$ cat config.mk
export PLATFORM = sky130hd
export DESIGN_NAME = sc_spi_frame_buf
export DESIGN_NICKNAME = d
export VERILOG_FILES = /design/src/rtl/sc_spi_frame_buf.sv
export SDC_FILE = /design/constraint.sdc
export NUM_CORES = 1
export LEC_CHECK = 0
export ABC_CLOCK_PERIOD_IN_PS = 4540
export CAP_MARGIN = 20
export CORE_UTILIZATION = 45
export CTS_BUF_LIST = sky130_fd_sc_hd__clkbuf_16
export DETAILED_ROUTE_END_ITERATION = 12
export DONT_BUFFER_PORTS = 1
export GPL_TIMING_DRIVEN = 0
export RECOVER_POWER = 100
export SETUP_SLACK_MARGIN = 0.5
export SYNTH_ARGS = -nofsm -noshare
export SYNTH_HDL_FRONTEND = slang
export SYNTH_SLANG_ARGS = --single-unit
$ cat constraint.sdc
create_clock -name SPICLK -period 4.54 [get_ports SPICLK]
set_clock_uncertainty 0.1 [all_clocks]
set_input_delay 0.454 -clock SPICLK [delete_from_list [all_inputs] [get_ports SPICLK]]
set_output_delay 0.454 -clock SPICLK [all_outputs]
set_load 0.02 [all_outputs]
$ cat src/rtl/sc_spi_frame_buf.sv
// Upstream feeder / RX collector for the SPI controller: holds host TX/RX word buffers
// and sequences NFRAME+1 back-to-back frames through the SPISTART/SPIBUSY handshake.
module sc_spi_frame_buf #(
    parameter int unsigned AW = 4
) (
    input  logic          SPICLK,
    input  logic          SYSRST,
    input  logic          TXWE,
    input  logic [AW-1:0] TXWADDR,
    input  logic [31:0]   TXWDATA,
    input  logic [AW-1:0] RXRADDR,
    output logic [31:0]   RXRDATA,
    input  logic          GO,
    input  logic [3:0]    NFRAME,
    input  logic          HOLDCS,
    input  logic [8:0]    DWIDTH,
    output logic          BUSY,
    output logic          DONE,
    output logic [AW:0]   RXCNT,
    output logic          ORERR,
    output logic          SPISTART,
    input  logic          SPIBUSY,
    output logic          CSEXTEND,
    input  logic [3:0]    TXDPT,
    output logic [31:0]   TXDATA,
    input  logic          RXVALID,
    input  logic [3:0]    RXDPT,
    input  logic [31:0]   RXDATA
);

    localparam int unsigned DEPTH = 1 << AW;
    localparam int unsigned DW    = 32;

    typedef enum logic [2:0] {
        S_IDLE, S_START, S_ACK, S_RUN, S_DRAIN, S_FIN
    } state_e;

    state_e          state_q, state_d;
    logic [3:0]      nframe_q, nframe_d;
    logic            holdcs_q, holdcs_d;
    logic [8:0]      dwidth_q, dwidth_d;
    logic [AW-1:0]   base_q, base_d;
    logic [3:0]      fidx_q, fidx_d;
    logic            drain_q, drain_d;
    logic [AW:0]     rxcnt_q, rxcnt_d;
    logic            orerr_q, orerr_d;
    logic            busy_q, busy_d;
    logic            done_q, done_d;
    logic            spistart_q, spistart_d;
    logic [DW-1:0]   rxrdata_q;

    logic [DW-1:0]   txbuf_q [DEPTH];
    logic [DW-1:0]   rxbuf_q [DEPTH];

    logic [4:0]      wpf_c;
    logic [AW-1:0]   tx_raddr_c;
    logic [AW-1:0]   rx_waddr_c;
    logic            rx_we_c;
    logic            tx_we_c;

    assign wpf_c      = 5'(dwidth_q >> 5) + 5'd1;
    assign tx_raddr_c = base_q + AW'(TXDPT);
    assign rx_waddr_c = base_q + AW'(RXDPT);
    assign tx_we_c    = TXWE & ~busy_q;

    // Next-state, sequencing counters and RX bookkeeping
    always_comb begin
        state_d    = state_q;
        nframe_d   = nframe_q;
        holdcs_d   = holdcs_q;
        dwidth_d   = dwidth_q;
        base_d     = base_q;
        fidx_d     = fidx_q;
        drain_d    = drain_q;
        rxcnt_d    = rxcnt_q;
        orerr_d    = orerr_q;
        rx_we_c    = 1'b0;

        case (state_q)
            S_IDLE: begin
                if (GO) begin
                    nframe_d = NFRAME;
                    holdcs_d = HOLDCS;
                    dwidth_d = DWIDTH;
                    base_d   = '0;
                    fidx_d   = '0;
                    rxcnt_d  = '0;
                    orerr_d  = 1'b0;
                    state_d  = S_START;
                end
            end
            S_START: state_d = S_ACK;
            S_ACK: begin
                if (SPIBUSY) state_d = S_RUN;
            end
            S_RUN: begin
                if (!SPIBUSY) begin
                    drain_d = 1'b0;
                    state_d = S_DRAIN;
                end
            end
            S_DRAIN: begin
                // Two cycles here let the controller's last RX word land before rebasing
                if (drain_q) begin
                    if (fidx_q == nframe_q) begin
                        state_d = S_FIN;
                    end else begin
                        fidx_d  = fidx_q + 4'd1;
                        base_d  = base_q + AW'(wpf_c);
                        state_d = S_START;
                    end
                end else begin
                    drain_d = 1'b1;
                end
            end
            S_FIN:   state_d = S_IDLE;
            default: state_d = S_IDLE;
        endcase

        if (RXVALID) begin
            if (state_q == S_RUN || state_q == S_DRAIN) begin
                rx_we_c = 1'b1;
                if (rxcnt_q != (AW+1)'(DEPTH)) rxcnt_d = rxcnt_q + (AW+1)'(1);
            end else begin
                orerr_d = 1'b1;
            end
        end

        busy_d     = (state_d != S_IDLE) && (state_d != S_FIN);
        spistart_d = (state_d == S_START);
        done_d     = (state_d == S_FIN);
    end

    always_ff @(posedge SPICLK or posedge SYSRST) begin
        if (SYSRST) begin
            state_q    <= S_IDLE;
            nframe_q   <= '0;
            holdcs_q   <= 1'b0;
            dwidth_q   <= '0;
            base_q     <= '0;
            fidx_q     <= '0;
            drain_q    <= 1'b0;
            rxcnt_q    <= '0;
            orerr_q    <= 1'b0;
            busy_q     <= 1'b0;
            done_q     <= 1'b0;
            spistart_q <= 1'b0;
            rxrdata_q  <= '0;
        end else begin
            state_q    <= state_d;
            nframe_q   <= nframe_d;
            holdcs_q   <= holdcs_d;
            dwidth_q   <= dwidth_d;
            base_q     <= base_d;
            fidx_q     <= fidx_d;
            drain_q    <= drain_d;
            rxcnt_q    <= rxcnt_d;
            orerr_q    <= orerr_d;
            busy_q     <= busy_d;
            done_q     <= done_d;
            spistart_q <= spistart_d;
            rxrdata_q  <= rxbuf_q[RXRADDR];
        end
    end

    // Word buffers are intentionally left unreset
    always_ff @(posedge SPICLK) begin
        if (tx_we_c) txbuf_q[TXWADDR] <= TXWDATA;
        if (rx_we_c) rxbuf_q[rx_waddr_c] <= RXDATA;
    end

    assign TXDATA   = txbuf_q[tx_raddr_c];
    assign RXRDATA  = rxrdata_q;
    assign BUSY     = busy_q;
    assign DONE     = done_q;
    assign RXCNT    = rxcnt_q;
    assign ORERR    = orerr_q;
    assign SPISTART = spistart_q;
    assign CSEXTEND = busy_q & ((fidx_q != nframe_q) | holdcs_q);

endmodule

==> metrics.txt <==
grt met3 use 3.81%; Compound-Gate Fraction of Synth Area ~2.2%; synth warn 0; synthesized area around 42000 µm²; Mapped Cells approximately 1800; CP Data Arrival Time approximately 4300 ps; Leak around 16 nW; Synth cell types 51; R2R Path Start BUSY; post-synthesis simple-gate area fraction between 2 and 2.5%; Nets approximately 2200; Detailed Route Iter0 Violations around 1900; number of synthesized flops with an enable pin about 1000; Post-Syn Nets 1954; Register-to-Register Path Depth 4; total grt overflow 0; CTS tree yes; CTS root buf clkbuf_16; Pre-antenna DRT Iters 5; hold path cells 3; Commonest cells post-synth edfxtp_1 (1024), mux4_2 (238), nand2_1 (72), o211ai_1 (65), dfrtp_1 (62); Slew HR -34.4%; routed vias/inst 5.74; clk slew on worst S/H paths approximately 60 ps; starting density of the core 45.6%; Final Max Tran Viols between 300 and 400; I/O pin count approximately 170; via count between 15000 and 20000; Slew @ Worst Pin around 2000 ps; Area contributors post-synth edfxtp_1 (73%), mux4_2 (13%), dfrtp_1 (3.7%), mux4_1 (3.1%), o211ai_1 (1.2%); post-synth top area share about three quarters; hold worst-path end RXCNT[4]; multiplexer area fraction after synthesis around 16%; GR Util met2 about a third; DP HPWL about 63000 µm; initial antenna violation count 10; core region area slightly above 90000 µm²; pin count of the biggest net entering global routing 37; register area 32300 µm²; Total Wirelength between 90000 and 100000 µm; final hold vios 0; P per Cell Area approximately 470 nW/µm²; FILL cells 7150; Max Fclk roughly 240 MHz; VDD IR max about 490 µV; vias in the first global route between 20000 and 25000; grt peak-use layer met2; most frequent cell after synthesis edfxtp_1; # Max-Cap Violations 19; worst hold slack roughly 120 ps; GP Congestion a little under 0.8; die height a little over 300 µm; H-Tree Depth 3; worst min path class in -> reg; ratio of cells with drive above 1 in the final layout about a quarter; Die W between 300 and 400 µm; FF-to-FF setup slack 430 ps; setup violators final 0; antenna-violating nets left 0; clk sinks between 1000 and 1500; Multi-input gate area 9140 µm²; Post-Place Setup Slack 450 ps; failing checks max-capacitance violations, max-slew violations; Final Cycle Share 90.5%; GRT met1 Usage approximately 27%; worst skew pair latency 690 ps; CP Class reg -> reg; clk buf depth 3; Worst EP required 4720 ps; fin worst setup slack roughly 430 ps; floorplan row count about 110; P&R area growth vs syn 15.7%; crit path time final slightly above 4000 ps; post-synthesis sequential area ratio just under 80%; crit path max fanout 17; r2r endpoint txbuf_q[5][19]; asr flop ratio synth under 10%; die footprint around 94000 µm²; Routed wire per std cell 27.7 µm; worst hold start RXVALID; post-route cell area between 40000 and 50000 µm²; RSZ-0062 raised after global routing false; Worst setup SP type register; first-pass GRT wire length approximately 140000 µm; Post-Synth XOR/XNOR Area less than 1%; status finished, violations left; cell taking the most area after synthesis edfxtp_1; Overall Global Routing Usage 20.6%; largest family of logic cells by synthesized area multiplexers; #FFs+latches synth 1086; Post-route DRC 0; Post-DP Area 45100 µm²; synthesized-area fraction occupied by adder cells 0.501%; number of CTS-inserted buffers 109; CP Capture Type register; I/O Buffers 0; Most used DFF post-synth edfxtp_1; syn avg cell area ~23 µm²
## power breakdown
group | total (mW) | internal (mW) | switching (mW)
Clock | 8.19 | 4.52 | 3.68
Combinational | 3.37 | 1.34 | 2.02
Sequential | 11.4 | 11.2 | 0.185
## sequential cells by signal, indices dropped and copies added, names as in the netlist
signal	cells
txbuf_q	512
RXRDATA	32
base_q	4
ORERR	1
DONE	1
fidx_q	4
RXCNT	5
drain_q	1
holdcs_q	1
rxbuf_q	512
nframe_q	4
SPISTART	1
dwidth_q	4
state_q	3
BUSY	1
## through the flow
step	TNS [ps]	power, mW	std cells	utilization, %
2_1_floorplan	0	13.8	1839	-
3_3_place_gp	-740770	14.7	3082	47.4
3_5_place_dp	0	14.9	3156	49.0
4_1_cts	0	23.3	3439	53.7
5_1_grt	0	23.8	3441	52.8
6_report	0	23.0	3443	52.8
## critical path, stage by stage, from the launching register on
cell	delay [ps]
dfrtp_1	480
nand2b_1	210
or3b_2	500
nor2_1	1340
clkbuf_1	1040
## worst max-delay path by stage
stage                from        endpoint  slack [ps]
3_3_place_gp     RXDPT[0]   rxbuf_q[8][8]       -3050
5_1_grt        state_q[1]  rxbuf_q[12][3]         260
6_report             BUSY  txbuf_q[5][19]         430
2_1_floorplan    RXDPT[0]   rxbuf_q[0][0]         140
4_1_cts         base_q[1]       TXDATA[5]         510
3_5_place_dp     TXDPT[0]       TXDATA[2]         450
## cells by family (layout without fill, tap and decap cells)
logic type                 Yosys count  count (layout)
other                                0               3
DFF                               1086            1086
AOI/OAI and AO/OA                  122             122
and+or+nand+nor                    186             186
buffers and inverters              112             470
xor gates and xnor gates            13              13
muxes                              305             305
adders and majority gates           15              15
## cell type report
class | count | area share (%)
sequential | 1086 | 66.6
tap | 1243 | 3.21
clock inverter | 90 | 1.10
multi-input combinational | 641 | 18.8
buffer | 100 | 1.28
clock buffer | 109 | 5.62
antenna | 3 | 0.0155
timing repair buffer | 159 | 3.26
inverter | 12 | 0.0954
## per-layer routing
metal | vias up | wire, µm
met4 | 14 | 1900
li1 | 8395 | -
met2 | 600 | 49200
met3 | 140 | 5590
met1 | 10600 | 38700
met5 | - | 83
## layout by cell type (no fill, tap or decap), types with 4 or more instances in the layout
cell type,count
buf_4,21
ha_1,11
nand3_2,4
o211ai_1,65
nand2b_1,6
mux4_2,238
dlygate4sd3_1,81
nor3_2,7
buf_16,13
nand3_1,30
clkinv_2,15
a211o_1,32
nor2_1,25
buf_8,11
o21ai_0,7
mux2_2,14
dfrtp_1,62
nand3b_1,5
clkbuf_16,109
clkbuf_4,4
nor3_1,11
clkbuf_2,22
mux4_1,50
clkinvlp_4,4
clkinv_1,22
buf_6,18
nand2_1,72
nor3b_1,4
nand4_1,4
xor2_1,4
inv_1,49
clkinv_8,4
a21oi_1,7
clkbuf_1,71
edfxtp_1,1024
buf_2,15
xnor2_1,6
## what timing repair did
item                                    in CTS  in global routing
endpoints found under the setup margin      32                 32
hold endpoints to repair                  1120                  0
hold buffers                                81                  0
setup buffers                                3                  0
pin swaps                                    2                  1
resized for setup                           54                 14
Power figures use the tool's default switching activity.
